[config.mk]
export PLATFORM = sky130hd
export DESIGN_NAME = alu_issue_stage
export DESIGN_NICKNAME = d
export VERILOG_FILES = /design/src/rtl/alu_issue_pkg.sv /design/src/rtl/alu_issue_decode.sv /design/src/rtl/alu_issue_stage.sv
export SDC_FILE = /design/constraint.sdc
export NUM_CORES = 1
export LEC_CHECK = 0
export BUFFER_PORTS_ARGS = -buffer_cell sky130_fd_sc_hd__buf_4
export CAP_MARGIN = 20
export CORE_AREA = 2 2 118 120
export CTS_BUF_LIST = sky130_fd_sc_hd__clkbuf_8
export CTS_CLUSTER_DIAMETER = 200
export DETAILED_ROUTE_END_ITERATION = 7
export DIE_AREA = 0 0 120 122
export MAX_ROUTING_LAYER = met4
export PLACE_DENSITY = 0.71
export REMOVE_ABC_BUFFERS = 1
export SETUP_SLACK_MARGIN = 0.2
export SYNTH_ARGS = -nofsm -noshare
export SYNTH_HDL_FRONTEND = slang
export SYNTH_SLANG_ARGS = --single-unit
[constraint.sdc]
create_clock -name clk -period 5.58 [get_ports clk]
set_input_delay 1.674 -clock clk [delete_from_list [all_inputs] [get_ports clk]]
set_output_delay 1.674 -clock clk [all_outputs]
set_load 0.01 [all_outputs]
[src/rtl/alu_issue_pkg.sv]
// ---------------------------------------------------------------------------
// alu_issue_pkg
// Shared constants for the ID->EX issue stage and the ALU it feeds.
//   - ALU choice codes (the ALU decodes exactly these values)
//   - IDU op-class codes carried on in_op_type
//   - Operand source selects produced by the decoder
//   - Default datapath / register-index widths
// No ports; import with "import alu_issue_pkg::*;".
// ---------------------------------------------------------------------------
package alu_issue_pkg;

    localparam int BW_DEFAULT = 32;
    localparam int RW_DEFAULT = 5;

    // ALU choice codes shared with the EX-stage ALU.
    localparam logic [3:0] ALU_ADD  = 4'd0;
    localparam logic [3:0] ALU_SUB  = 4'd1;
    localparam logic [3:0] ALU_NEG  = 4'd2;
    localparam logic [3:0] ALU_AND  = 4'd3;
    localparam logic [3:0] ALU_OR   = 4'd4;
    localparam logic [3:0] ALU_XOR  = 4'd5;
    localparam logic [3:0] ALU_SLT  = 4'd6;
    localparam logic [3:0] ALU_SLTU = 4'd7;
    localparam logic [3:0] ALU_NE   = 4'd8;
    localparam logic [3:0] ALU_SLL  = 4'd9;
    localparam logic [3:0] ALU_SRL  = 4'd10;
    localparam logic [3:0] ALU_SRA  = 4'd11;

    // Op classes delivered by the IDU; 9..15 are undecodable.
    localparam logic [3:0] OPT_OP     = 4'd0;
    localparam logic [3:0] OPT_OP_IMM = 4'd1;
    localparam logic [3:0] OPT_LUI    = 4'd2;
    localparam logic [3:0] OPT_AUIPC  = 4'd3;
    localparam logic [3:0] OPT_JAL    = 4'd4;
    localparam logic [3:0] OPT_JALR   = 4'd5;
    localparam logic [3:0] OPT_BRANCH = 4'd6;
    localparam logic [3:0] OPT_LOAD   = 4'd7;
    localparam logic [3:0] OPT_STORE  = 4'd8;

    // Operand source selects.
    typedef enum logic [1:0] {
        D1_RS1  = 2'd0,
        D1_PC   = 2'd1,
        D1_ZERO = 2'd2
    } d1_sel_e;

    typedef enum logic [1:0] {
        D2_RS2  = 2'd0,
        D2_IMM  = 2'd1,
        D2_FOUR = 2'd2
    } d2_sel_e;

    // Register-register and register-immediate ALU ops share one funct3 table.
    // Only the register form may turn 000 into a subtract; the immediate form
    // reuses instr[30] as an immediate bit there, so it must stay an add.
    function automatic logic [3:0] arith_choice(input logic [2:0] funct3,
                                                input logic       funct7_5,
                                                input logic       allow_sub);
        logic [3:0] c;
        case (funct3)
            3'b000:  c = (allow_sub && funct7_5) ? ALU_SUB : ALU_ADD;
            3'b001:  c = ALU_SLL;
            3'b010:  c = ALU_SLT;
            3'b011:  c = ALU_SLTU;
            3'b100:  c = ALU_XOR;
            3'b101:  c = funct7_5 ? ALU_SRA : ALU_SRL;
            3'b110:  c = ALU_OR;
            default: c = ALU_AND;
        endcase
        return c;
    endfunction

endpackage

[src/rtl/alu_issue_decode.sv]
// ---------------------------------------------------------------------------
// alu_issue_decode
// Purely combinational translation of op class + funct bits into the ALU
// choice code, operand source selects and control flags.
// Ports:
//   op_type   in  4   op class (see alu_issue_pkg OPT_*)
//   funct3    in  3   instr[14:12]
//   funct7_5  in  1   instr[30]
//   choice    out 4   ALU choice code
//   d1_sel    out     d1 source (rs1 / pc / zero)
//   d2_sel    out     d2 source (rs2 / imm / constant 4)
//   wen       out 1   op class writes rd (caller still masks rd==0)
//   br        out 1   conditional branch
//   br_inv    out 1   invert ALU res[0] to get "taken"
//   illegal   out 1   undecodable op class / branch funct3
// ---------------------------------------------------------------------------
import alu_issue_pkg::*;

module alu_issue_decode (
    input  logic [3:0] op_type,
    input  logic [2:0] funct3,
    input  logic       funct7_5,
    output logic [3:0] choice,
    output d1_sel_e    d1_sel,
    output d2_sel_e    d2_sel,
    output logic       wen,
    output logic       br,
    output logic       br_inv,
    output logic       illegal
);

    // Decode table. Defaults describe an illegal-safe bundle (add, no write,
    // no branch) so every unlisted case falls back to harmless values.
    // Branches reduce to three compares: BEQ/BNE use "ne", BLT/BGE use "slt",
    // BLTU/BGEU use "sltu", with br_inv flipping the sense where needed.
    always_comb begin
        choice  = ALU_ADD;
        d1_sel  = D1_RS1;
        d2_sel  = D2_RS2;
        wen     = 1'b0;
        br      = 1'b0;
        br_inv  = 1'b0;
        illegal = 1'b0;
        case (op_type)
            OPT_OP: begin
                choice = arith_choice(funct3, funct7_5, 1'b1);
                wen    = 1'b1;
            end
            OPT_OP_IMM: begin
                choice = arith_choice(funct3, funct7_5, 1'b0);
                d2_sel = D2_IMM;
                wen    = 1'b1;
            end
            OPT_LUI: begin
                d1_sel = D1_ZERO;
                d2_sel = D2_IMM;
                wen    = 1'b1;
            end
            OPT_AUIPC: begin
                d1_sel = D1_PC;
                d2_sel = D2_IMM;
                wen    = 1'b1;
            end
            OPT_JAL, OPT_JALR: begin
                d1_sel = D1_PC;
                d2_sel = D2_FOUR;
                wen    = 1'b1;
            end
            OPT_LOAD: begin
                d2_sel = D2_IMM;
                wen    = 1'b1;
            end
            OPT_STORE: begin
                d2_sel = D2_IMM;
            end
            OPT_BRANCH: begin
                br = 1'b1;
                case (funct3)
                    3'b000: begin choice = ALU_NE;   br_inv = 1'b1; end
                    3'b001: begin choice = ALU_NE;   br_inv = 1'b0; end
                    3'b100: begin choice = ALU_SLT;  br_inv = 1'b0; end
                    3'b101: begin choice = ALU_SLT;  br_inv = 1'b1; end
                    3'b110: begin choice = ALU_SLTU; br_inv = 1'b0; end
                    3'b111: begin choice = ALU_SLTU; br_inv = 1'b1; end
                    default: begin
                        br      = 1'b0;
                        illegal = 1'b1;
                    end
                endcase
            end
            default: begin
                illegal = 1'b1;
            end
        endcase
    end

endmodule

[src/rtl/alu_issue_stage.sv]
// ---------------------------------------------------------------------------
// alu_issue_stage
// ID->EX issue register. Accepts a decoded bundle from the IDU on a
// valid/ready handshake, decodes the ALU choice, selects d1/d2 and presents
// a registered, stable operand/choice bundle to the ALU.
// Optional build macro: ALU_ISSUE_FWD_EN
//   defined   -> writeback data is forwarded onto rs1/rs2 at capture time
//   undefined -> wb_* ports are ignored
// Ports:
//   clk, rst                      clock, synchronous active-high reset
//   in_valid / in_ready           IDU handshake (in_ready = !out_valid | out_ready)
//   in_op_type, in_funct3, in_funct7_5   decode fields
//   in_pc, in_rs1_data, in_rs2_data, in_imm   operand candidates
//   in_rs1, in_rs2, in_rd         register indices
//   flush                         drop in-flight and incoming bundle
//   out_valid / out_ready         EX handshake
//   alu_d1, alu_d2, alu_choice    ALU operands and op
//   out_rd, out_wen               destination and write enable
//   out_br, out_br_inv            branch flag and taken-sense inversion
//   out_store_data                rs2 value for stores
//   out_illegal                   undecodable bundle
//   wb_valid, wb_rd, wb_data      writeback bus (forwarding source)
// ---------------------------------------------------------------------------
import alu_issue_pkg::*;

module alu_issue_stage #(
    parameter int BW = BW_DEFAULT,
    parameter int RW = RW_DEFAULT
) (
    input  logic          clk,
    input  logic          rst,
    input  logic          in_valid,
    output logic          in_ready,
    input  logic [3:0]    in_op_type,
    input  logic [2:0]    in_funct3,
    input  logic          in_funct7_5,
    input  logic [BW-1:0] in_pc,
    input  logic [BW-1:0] in_rs1_data,
    input  logic [BW-1:0] in_rs2_data,
    input  logic [RW-1:0] in_rs1,
    input  logic [RW-1:0] in_rs2,
    input  logic [BW-1:0] in_imm,
    input  logic [RW-1:0] in_rd,
    input  logic          flush,
    output logic          out_valid,
    input  logic          out_ready,
    output logic [BW-1:0] alu_d1,
    output logic [BW-1:0] alu_d2,
    output logic [3:0]    alu_choice,
    output logic [RW-1:0] out_rd,
    output logic          out_wen,
    output logic          out_br,
    output logic          out_br_inv,
    output logic [BW-1:0] out_store_data,
    output logic          out_illegal,
    input  logic          wb_valid,
    input  logic [RW-1:0] wb_rd,
    input  logic [BW-1:0] wb_data
);

    logic [3:0] dec_choice;
    d1_sel_e    dec_d1_sel;
    d2_sel_e    dec_d2_sel;
    logic       dec_wen;
    logic       dec_br;
    logic       dec_br_inv;
    logic       dec_illegal;

    logic [BW-1:0] rs1_val;
    logic [BW-1:0] rs2_val;
    logic [BW-1:0] op_d1;
    logic [BW-1:0] op_d2;
    logic          xfer;

    logic          out_valid_q,   out_valid_d;
    logic [BW-1:0] alu_d1_q,      alu_d1_d;
    logic [BW-1:0] alu_d2_q,      alu_d2_d;
    logic [3:0]    alu_choice_q,  alu_choice_d;
    logic [RW-1:0] out_rd_q,      out_rd_d;
    logic          out_wen_q,     out_wen_d;
    logic          out_br_q,      out_br_d;
    logic          out_br_inv_q,  out_br_inv_d;
    logic [BW-1:0] store_data_q,  store_data_d;
    logic          out_illegal_q, out_illegal_d;

    alu_issue_decode u_decode (
        .op_type  (in_op_type),
        .funct3   (in_funct3),
        .funct7_5 (in_funct7_5),
        .choice   (dec_choice),
        .d1_sel   (dec_d1_sel),
        .d2_sel   (dec_d2_sel),
        .wen      (dec_wen),
        .br       (dec_br),
        .br_inv   (dec_br_inv),
        .illegal  (dec_illegal)
    );

`ifdef ALU_ISSUE_FWD_EN
    // Writeback bypass: x0 is never forwarded since it always reads zero.
    always_comb begin
        rs1_val = in_rs1_data;
        rs2_val = in_rs2_data;
        if (wb_valid && (wb_rd != '0) && (wb_rd == in_rs1)) begin
            rs1_val = wb_data;
        end
        if (wb_valid && (wb_rd != '0) && (wb_rd == in_rs2)) begin
            rs2_val = wb_data;
        end
    end
`else
    // Without the bypass the register file values go straight through; the
    // writeback bus and source indices are kept on the port list only so the
    // interface is identical in both builds.
    logic unused_fwd_inputs;
    assign unused_fwd_inputs = ^{wb_valid, wb_rd, wb_data, in_rs1, in_rs2};

    always_comb begin
        rs1_val = in_rs1_data;
        rs2_val = in_rs2_data;
    end
`endif

    // Operand source muxes driven by the decoder selects.
    always_comb begin
        case (dec_d1_sel)
            D1_PC:   op_d1 = in_pc;
            D1_ZERO: op_d1 = '0;
            default: op_d1 = rs1_val;
        endcase
        case (dec_d2_sel)
            D2_IMM:  op_d2 = in_imm;
            D2_FOUR: op_d2 = BW'(4);
            default: op_d2 = rs2_val;
        endcase
    end

    // One-deep pipeline register: a slot frees up whenever it is empty or
    // being drained this cycle, which gives full throughput.
    assign in_ready = !out_valid_q || out_ready;
    assign xfer     = in_valid && in_ready;

    // Next-state for the issue register. Everything holds by default so a
    // stalled bundle stays bit-exact. Flush only clears valid and swallows any
    // transfer in the same cycle; the data fields keep their previous values.
    always_comb begin
        out_valid_d   = out_valid_q;
        alu_d1_d      = alu_d1_q;
        alu_d2_d      = alu_d2_q;
        alu_choice_d  = alu_choice_q;
        out_rd_d      = out_rd_q;
        out_wen_d     = out_wen_q;
        out_br_d      = out_br_q;
        out_br_inv_d  = out_br_inv_q;
        store_data_d  = store_data_q;
        out_illegal_d = out_illegal_q;
        if (flush) begin
            out_valid_d = 1'b0;
        end else if (xfer) begin
            out_valid_d   = 1'b1;
            alu_d1_d      = op_d1;
            alu_d2_d      = op_d2;
            alu_choice_d  = dec_choice;
            out_rd_d      = in_rd;
            out_wen_d     = dec_wen && (in_rd != '0);
            out_br_d      = dec_br;
            out_br_inv_d  = dec_br_inv;
            store_data_d  = rs2_val;
            out_illegal_d = dec_illegal;
        end else if (out_ready) begin
            out_valid_d = 1'b0;
        end
    end

    // State register with synchronous reset; reset wins over flush.
    always_ff @(posedge clk) begin
        if (rst) begin
            out_valid_q   <= 1'b0;
            alu_d1_q      <= '0;
            alu_d2_q      <= '0;
            alu_choice_q  <= ALU_ADD;
            out_rd_q      <= '0;
            out_wen_q     <= 1'b0;
            out_br_q      <= 1'b0;
            out_br_inv_q  <= 1'b0;
            store_data_q  <= '0;
            out_illegal_q <= 1'b0;
        end else begin
            out_valid_q   <= out_valid_d;
            alu_d1_q      <= alu_d1_d;
            alu_d2_q      <= alu_d2_d;
            alu_choice_q  <= alu_choice_d;
            out_rd_q      <= out_rd_d;
            out_wen_q     <= out_wen_d;
            out_br_q      <= out_br_d;
            out_br_inv_q  <= out_br_inv_d;
            store_data_q  <= store_data_d;
            out_illegal_q <= out_illegal_d;
        end
    end

    assign out_valid      = out_valid_q;
    assign alu_d1         = alu_d1_q;
    assign alu_d2         = alu_d2_q;
    assign alu_choice     = alu_choice_q;
    assign out_rd         = out_rd_q;
    assign out_wen        = out_wen_q;
    assign out_br         = out_br_q;
    assign out_br_inv     = out_br_inv_q;
    assign out_store_data = store_data_q;
    assign out_illegal    = out_illegal_q;

endmodule

After elaboration in Yosys (flattened, before gate mapping):

Cells that the tools add are included.

* muxes and demuxes: 19
* reduce and logical (&&, ||, !) cells: 20
* bitwise operators: 1
* equality and inequality tests: 19

Operator list (count)
* $pmux W32 S2: 2
* $pmux W4 S7: 2
* $pmux W4 S3: 2
* $eq A4 B3 Y1 const B: 4
* $eq A3 B3 Y1 const B: 4
* $mux W1: 10
* $reduce_or A2 Y1: 5
* $eq A4 B2 Y1 const B: 2
* $pmux W2 S2: 2
* $reduce_or A8 Y1: 1
* $reduce_or A7 Y1: 1
* $eq A3 B2 Y1 const B: 2
* $reduce_or A3 Y1: 2
* $reduce_or A6 Y1: 1
* $reduce_bool A5 Y1: 1
* $reduce_or A5 Y1: 1
* $eq A2 B1 Y1 const B: 2
* $eq A2 B2 Y1 const B: 2
* $eq A4 B1 Y1 const B: 1
* $eq A4 B4 Y1 const B: 1
* $logic_not A4 Y1: 1
* $eq A3 B1 Y1 const B: 1
* $logic_not A3 Y1: 1
* $logic_and A1 B1 Y1: 2
* other kinds (6): 6

* register bits: 110
* word-level logic and storage cells: 69
* bits of input ports: 194

Logic depth before layout (Yosys ltp):

Gate-level depths: netlist (run 1).

* word-level depth: 5
* mapped depth: 11
* depth with buffers taken out: 10

Hierarchy:

A second synthesis (run 1) with hierarchy kept.

* cells, all modules: 598
* area total of the unflattened synthesis: 5068.6 um2

Modules (own cells, without submodules)
* alu_issue_stage: times used 1, cells each 556, area each 4804.6 um2, seq. area each 2202.1 um2
* alu_issue_decode: times used 1, cells each 42, area each 264.0 um2, seq. area each 0.0 um2

Worst setup path before layout (run 1):

OpenSTA, ideal clock, no wires.

* path kind: input-to-output
* start: input port out_ready
* end: output port in_ready
* data arrival time: 1.841 ns
* setup slack: 2.065 ns
* path buffers: 0
* stages: 2
* cell sequence: nor2b_4 inv_2

* cells in the longest elaborated chain, start to end: 1

Ends and longest elaborated chain
* start: declaration: line alu_issue_stage.sv:46 `input logic out_ready,`
* $logic_or A1 B1 Y1: line alu_issue_stage.sv:140 `assign in_ready = !out_valid_q || out_ready;`
* end: declaration: line alu_issue_stage.sv:33 `output logic in_ready,`

Every way passes these cells.

Worst setup path in the final report (run 1):

Same ends and word-level chain as after synthesis.

==> metrics, run 1 <==
# clock sinks=110; WHS=0.453 ns; detailed-route via count=4814; final core utilization=49.6%; Final #Nets=962; status=completed; vias in the first global route=4465; dpl cell area=6480 µm²; flops & latches, synth=110; Worst-Margin Slew=0.863 ns; Final Skew=0.00651 ns; hold path cells=2; ys async rst share=0%; post-placement cell count=934; Initial Utilization=33.7%; relative slew slack=42.4%; Final min period=3.80 ns; Combinational Power Share=20.3%; setup slack after layout=1.78 ns; antenna fix cells=0; synth warn=0; Mapped Cells=543; Rows=43; PwrDens=258 nW/µm²; number of max-cap violations=0; final hold violations=0; die height=122 µm; Clock Pin Slew Worst Setup and Hold Paths=0.09 ns; largest family of logic cells by synthesized area=simple AND/OR/NAND/NOR gates; final setup fails=0; Post-Synth Simple-Gate Area=23.5%; register share of total power=49.5%; EDFF count, synth=0; FMAX=0.263 GHz; ANT nets after route=0; CTS root buf=clkbuf_8; non-filler cells, final=948; Max Slew Vio Count=0; CTS Buf Count=9; Critical Path Start Type=primary input; VDD IR-drop max=126 µV; Post-Layout Inst Area=6690 µm²; Hold Buf Count CTS=0; Post-synth top flop=dfxtp_1; Syn Area/Cell=8.38 µm²; commonest non-fill, non-tap cells in the layout=buf_4, dfxtp_1, nand2_1; Compound-Gate Fraction of Synth Area=20.2%; IO Port Bufs=256; Setup TNS=0 ns; first-pass GRT wire length=21.8 mm; critical path arrival=2.13 ns; adder-cell share of the synthesized area=0.825%; Routed wire per std cell=14.7 µm; most common cell after layout, fill and taps aside=buf_4; initial antenna violation count=0; total power=1.73 mW; mapped cell area=4550 µm²; PostCTS Resize Cnt=0; peak fanout along the critical path=3; final period utilization=68.1%; Clock Latency Late Sink=0.36 ns; RSZ-0062 raised after global routing=false; Leakage=2.90 nW; H-tree depth=3; TritonCTS clock tree=yes; worst path required time=3.91 ns; post-DP HPWL=9.83 mm; DIE WIDTH=120 µm; FF-to-FF path depth=6; GRT overflow=0; hold crit path type=reg2reg; pre-CTS WS=1.64 ns; Distinct cells, synth=37; routability cong.=0.801; Worst Setup End Kind=primary output; total setup buffers inserted after CTS=0; Synth-to-Final Area Change=47.1%; total core area=13500 µm²; pin count of the biggest net entering global routing=80; post-synthesis mux area share=0%; Clock power frac=30.2%; GRT Total Usage=19.0%; post-synthesis xor/xnor area fraction=0%; Vias/cell=5.08; NetSw=0.460 mW; sw frac=26.6%; Ports=305; die footprint=14600 µm²; Clock Tree Buf Depth=2; Residual DRC=0; drt first-iter violations=259; Seq/Total Area, Yosys=48.4%; drt pass-1 iters=4; Setup Crit Path Kind=in2out; Total Routed Length=14.0 mm; layout cells sized above 1=37.6%; P_int=1.27 mW
-- per-layer routing --
layer  GRT usage (%)  share of wire (%)
met2            30.4                 48
met5               -                  0
met3            4.54                8.3
met4            6.18                1.0
met1            23.6                 43
-- final timing paths --
path / end / start / slack [ns]
worst max register to register: alu_choice[3] / out_valid / 3.51
worst min-delay path: out_br_inv / out_br_inv / 0.45
worst min register to register: out_br_inv / out_br_inv / 0.45
worst max-delay path: in_ready / out_ready / 1.78
-- critical path, cell delays in order --
cell,delay [ns]
buf_4,0.12
nor2b_4,0.13
inv_2,0.06
buf_4,0.14
-- layout make-up --
type	count	area (µm²)
multi-input combinational	373	2040
clock buffer	10	138
inverter	6	22.5
fill	1380	6810
timing repair buffer	265	1990
sequential	110	2200
tap	180	225
clock inverter	4	72.6
-- state kept, by name, summed over array words and instances, names as in the netlist --
register / cells
alu_choice: 4
alu_d1: 32
alu_d2: 32
out_br: 1
out_br_inv: 1
out_illegal: 1
out_rd: 5
out_store_data: 32
out_valid: 1
out_wen: 1
-- synth_stat cells (all sizes together), types with 3 or more instances --
cell type  count  area [µm²]
a21oi         44         220
nand3          5        25.0
a221oi        61         534
a31oi          3        18.8
inv            6        22.5
nand2         85         319
buf           28         184
nor3          67         347
a211oi         4        30.0
ha             3        37.5
clkbuf        26         118
nand2b         3        18.8
nor2b          3        26.3
nor2          72         270
dfxtp        110        2200
o21ai          6        30.0
-- cell families after synthesis --
| logic type | count (synthesis) |
|---|---|
| compound gates | 128 |
| simple gates | 242 |
| buf+inv | 60 |
| fa+ha+maj | 3 |
| flops | 110 |
-- power groups by stage --
stage | clock network [mW] | logic (mW) | registers, mW
after CTS | 0.544 | 0.355 | 0.856
after global placement | 0 | 0.352 | 0.871
after global routing | 0.570 | 0.386 | 0.862
after floorplan | 0 | 0.127 | 0.895
after detailed placement | 0 | 0.355 | 0.874
final | 0.522 | 0.351 | 0.855
(Power assumes the default switching activity.)
==> inputs of run 2 (changes only) <==
--- a/config.mk
+++ b/config.mk
@@ -7,13 +7,13 @@
 export LEC_CHECK = 0
 export BUFFER_PORTS_ARGS = -buffer_cell sky130_fd_sc_hd__buf_4
 export CAP_MARGIN = 20
-export CORE_AREA = 2 2 118 120
+export CORE_AREA = 2 2 119 121
 export CTS_BUF_LIST = sky130_fd_sc_hd__clkbuf_8
 export CTS_CLUSTER_DIAMETER = 200
 export DETAILED_ROUTE_END_ITERATION = 7
-export DIE_AREA = 0 0 120 122
+export DIE_AREA = 0 0 121 123
 export MAX_ROUTING_LAYER = met4
-export PLACE_DENSITY = 0.71
+export PLACE_DENSITY = 0.7
 export REMOVE_ABC_BUFFERS = 1
 export SETUP_SLACK_MARGIN = 0.2
 export SYNTH_ARGS = -nofsm -noshare
==> constraint.sdc (replaced) <==
create_clock -name clk -period 3.5 [get_ports clk]
set_input_delay 1.05 -clock clk [delete_from_list [all_inputs] [get_ports clk]]
set_output_delay 1.05 -clock clk [all_outputs]
set_load 0.01 [all_outputs]
==> metrics, run 2 (synthesis gave the netlist of run 1 again) <==
status=completed; Hold Buf Count CTS=0 (unchanged); relative slew slack=30.1% (-12 points); Initial Utilization=33.4% (-0.27 points); pre-CTS WS=0.119 ns (-1.52 ns); routability cong.=0.794 (-0.91%); Synth-to-Final Area Change=48.4%; TritonCTS clock tree=yes; final core utilization=49.6% (+0.059 points); die footprint=14900 µm² (+1.7%); P_int=1.89 mW (+49%); CTS Buf Count=9 (unchanged); Max Slew Vio Count=0 (unchanged); slowest cell delay on critical path=0.82 ns (+0.68 ns); number of max-cap violations=0 (unchanged); worst path required time=3.80 ns (-0.11 ns); Setup Crit Path Kind=in2reg; total core area=13600 µm² (+0.80%); Residual DRC=0 (unchanged); IO Port Bufs=256 (unchanged); commonest non-fill, non-tap cells in the layout=buf_4, dfxtp_1, nand2_1; Worst-Margin Slew=1.04 ns (+0.181 ns); final period utilization=86.1%; post-placement cell count=943 (+0.96%); post-DP HPWL=10.0 mm (+1.8%); GRT overflow=0 (unchanged); pin count of the biggest net entering global routing=68 (-15%); sw frac=27.9% (+1.3 points); non-filler cells, final=958 (+1.1%); final hold violations=0 (unchanged); CTS root buf=clkbuf_8; initial antenna violation count=0 (unchanged); Ports=305 (unchanged); Worst Setup End Kind=register; crit path launch=in_op_type[0]; hold_sp=alu_d2[2]; die height=123 µm (+0.82%); most common cell after layout, fill and taps aside=buf_4; Clock power frac=26.2% (-4.0 points); Routed wire per std cell=14.5 µm (-1.5%); total setup buffers inserted after CTS=0 (unchanged); Final min period=3.01 ns; dpl cell area=6590 µm² (+1.6%); crit path cell chain=buf_4 > o21ai_0 > o21ai_0 > o21a_1 > ha_1 > nor2b_2 > buf_4 > a221oi_1 > nor3_1; Clock Pin Slew Worst Setup and Hold Paths=0.10 ns (about the same); Clock Latency Late Sink=0.37 ns (about the same); PwrDens=388 nW/µm² (+50%); Vias/cell=5.02 (-1.1%); final setup fails=0 (unchanged); DIE WIDTH=121 µm (+0.83%); Final Skew=0.00676 ns (+0.000255 ns); slowest stage cell, crit path=nor2b_2; detailed-route via count=4813 (-0.021%); ANT nets after route=0 (unchanged); WHS=0.459 ns (+0.00576 ns); H-tree depth=3 (unchanged); Final #Nets=971 (+0.94%); first-pass GRT wire length=21.8 mm (+0.28%); layout cells sized above 1=38.2% (+0.54 points); Combinational Power Share=21.8% (+1.5 points); Clock Tree Buf Depth=2 (unchanged); RSZ-0062 raised after global routing=false; # clock sinks=110 (unchanged); Setup TNS=0 ns (unchanged); VDD IR-drop max=189 µV (+50%); Total Routed Length=13.9 mm (-0.45%); total power=2.62 mW (+52%); peak fanout along the critical path=23 (+20); hold crit path type=reg2reg; drt first-iter violations=349 (+35%); FMAX=0.332 GHz; antenna fix cells=0 (unchanged); drt pass-1 iters=4 (unchanged); setup slack after layout=0.487 ns (-1.29 ns); PostCTS Resize Cnt=0 (unchanged); Leakage=2.95 nW (+1.5%); critical path arrival=3.31 ns (+1.18 ns); GRT Total Usage=18.8% (-0.16 points); register share of total power=52.1% (+2.6 points); Critical Path Start Type=primary input; vias in the first global route=4363 (-2.3%); Rows=43 (unchanged); FF-to-FF Start=out_valid; Post-Layout Inst Area=6750 µm² (+0.92%); NetSw=0.732 mW (+59%)
[run 2: changes by cell type in the layout (fill, tap and decap cells not counted)]
cell	before	now
buf_12	0	3
clkinv_4	0	1
inv_1	5	7
buf_4	265	271
bufinv_16	2	0
[run 2: routing by layer]
layer / vias up / wire length [µm] / GRT usage, %
li1: 2396 / - / -
met1: 2196 / 6170 / 24.4
met2: 201 / 6370 / 28.9
met3: 20 / 1040 / 3.97
met4: 0 / 306 / 7.19
met5: - / 0 / -
[run 2: final timing paths]
kind | endpoint | slack (ns) | cells past startpoint
worst max-delay path | alu_d2[20] | 0.49 | 9
worst min-delay path | alu_d2[2] | 0.46 | 2
worst max register to register | alu_d2[16] | 1.82 | 7
worst min register to register | alu_d2[2] | 0.46 | 2
[run 2: layout make-up]
| type | count | area (µm²) |
|---|---|---|
| inverters | 6 | 22.5 |
| flip-flops and latches | 110 | 2200 |
| clock inverters | 5 | 28.8 |
| fillers | 1379 | 6860 |
| repair buffers | 274 | 2090 |
| clock buffers | 10 | 138 |
| well taps | 180 | 225 |
| multi-input cells | 373 | 2040 |
[run 2: critical path: cells and delay by family]
kind	cells	cell delay [ns]
and+or+nand+nor	2	0.96
AOI/OAI and AO/OA	4	0.52
buffers and inverters	2	0.45
adders and majority gates	1	0.32
[run 2: power groups by stage]
stage / Combinational (mW) / Sequential (mW) / Clock, mW
3_3_place_gp: 0.573 / 1.39 / 0
2_1_floorplan: 0.203 / 1.43 / 0
5_1_grt: 0.629 / 1.37 / 0.773
4_1_cts: 0.575 / 1.37 / 0.719
6_report: 0.570 / 1.36 / 0.686
3_5_place_dp: 0.575 / 1.39 / 0
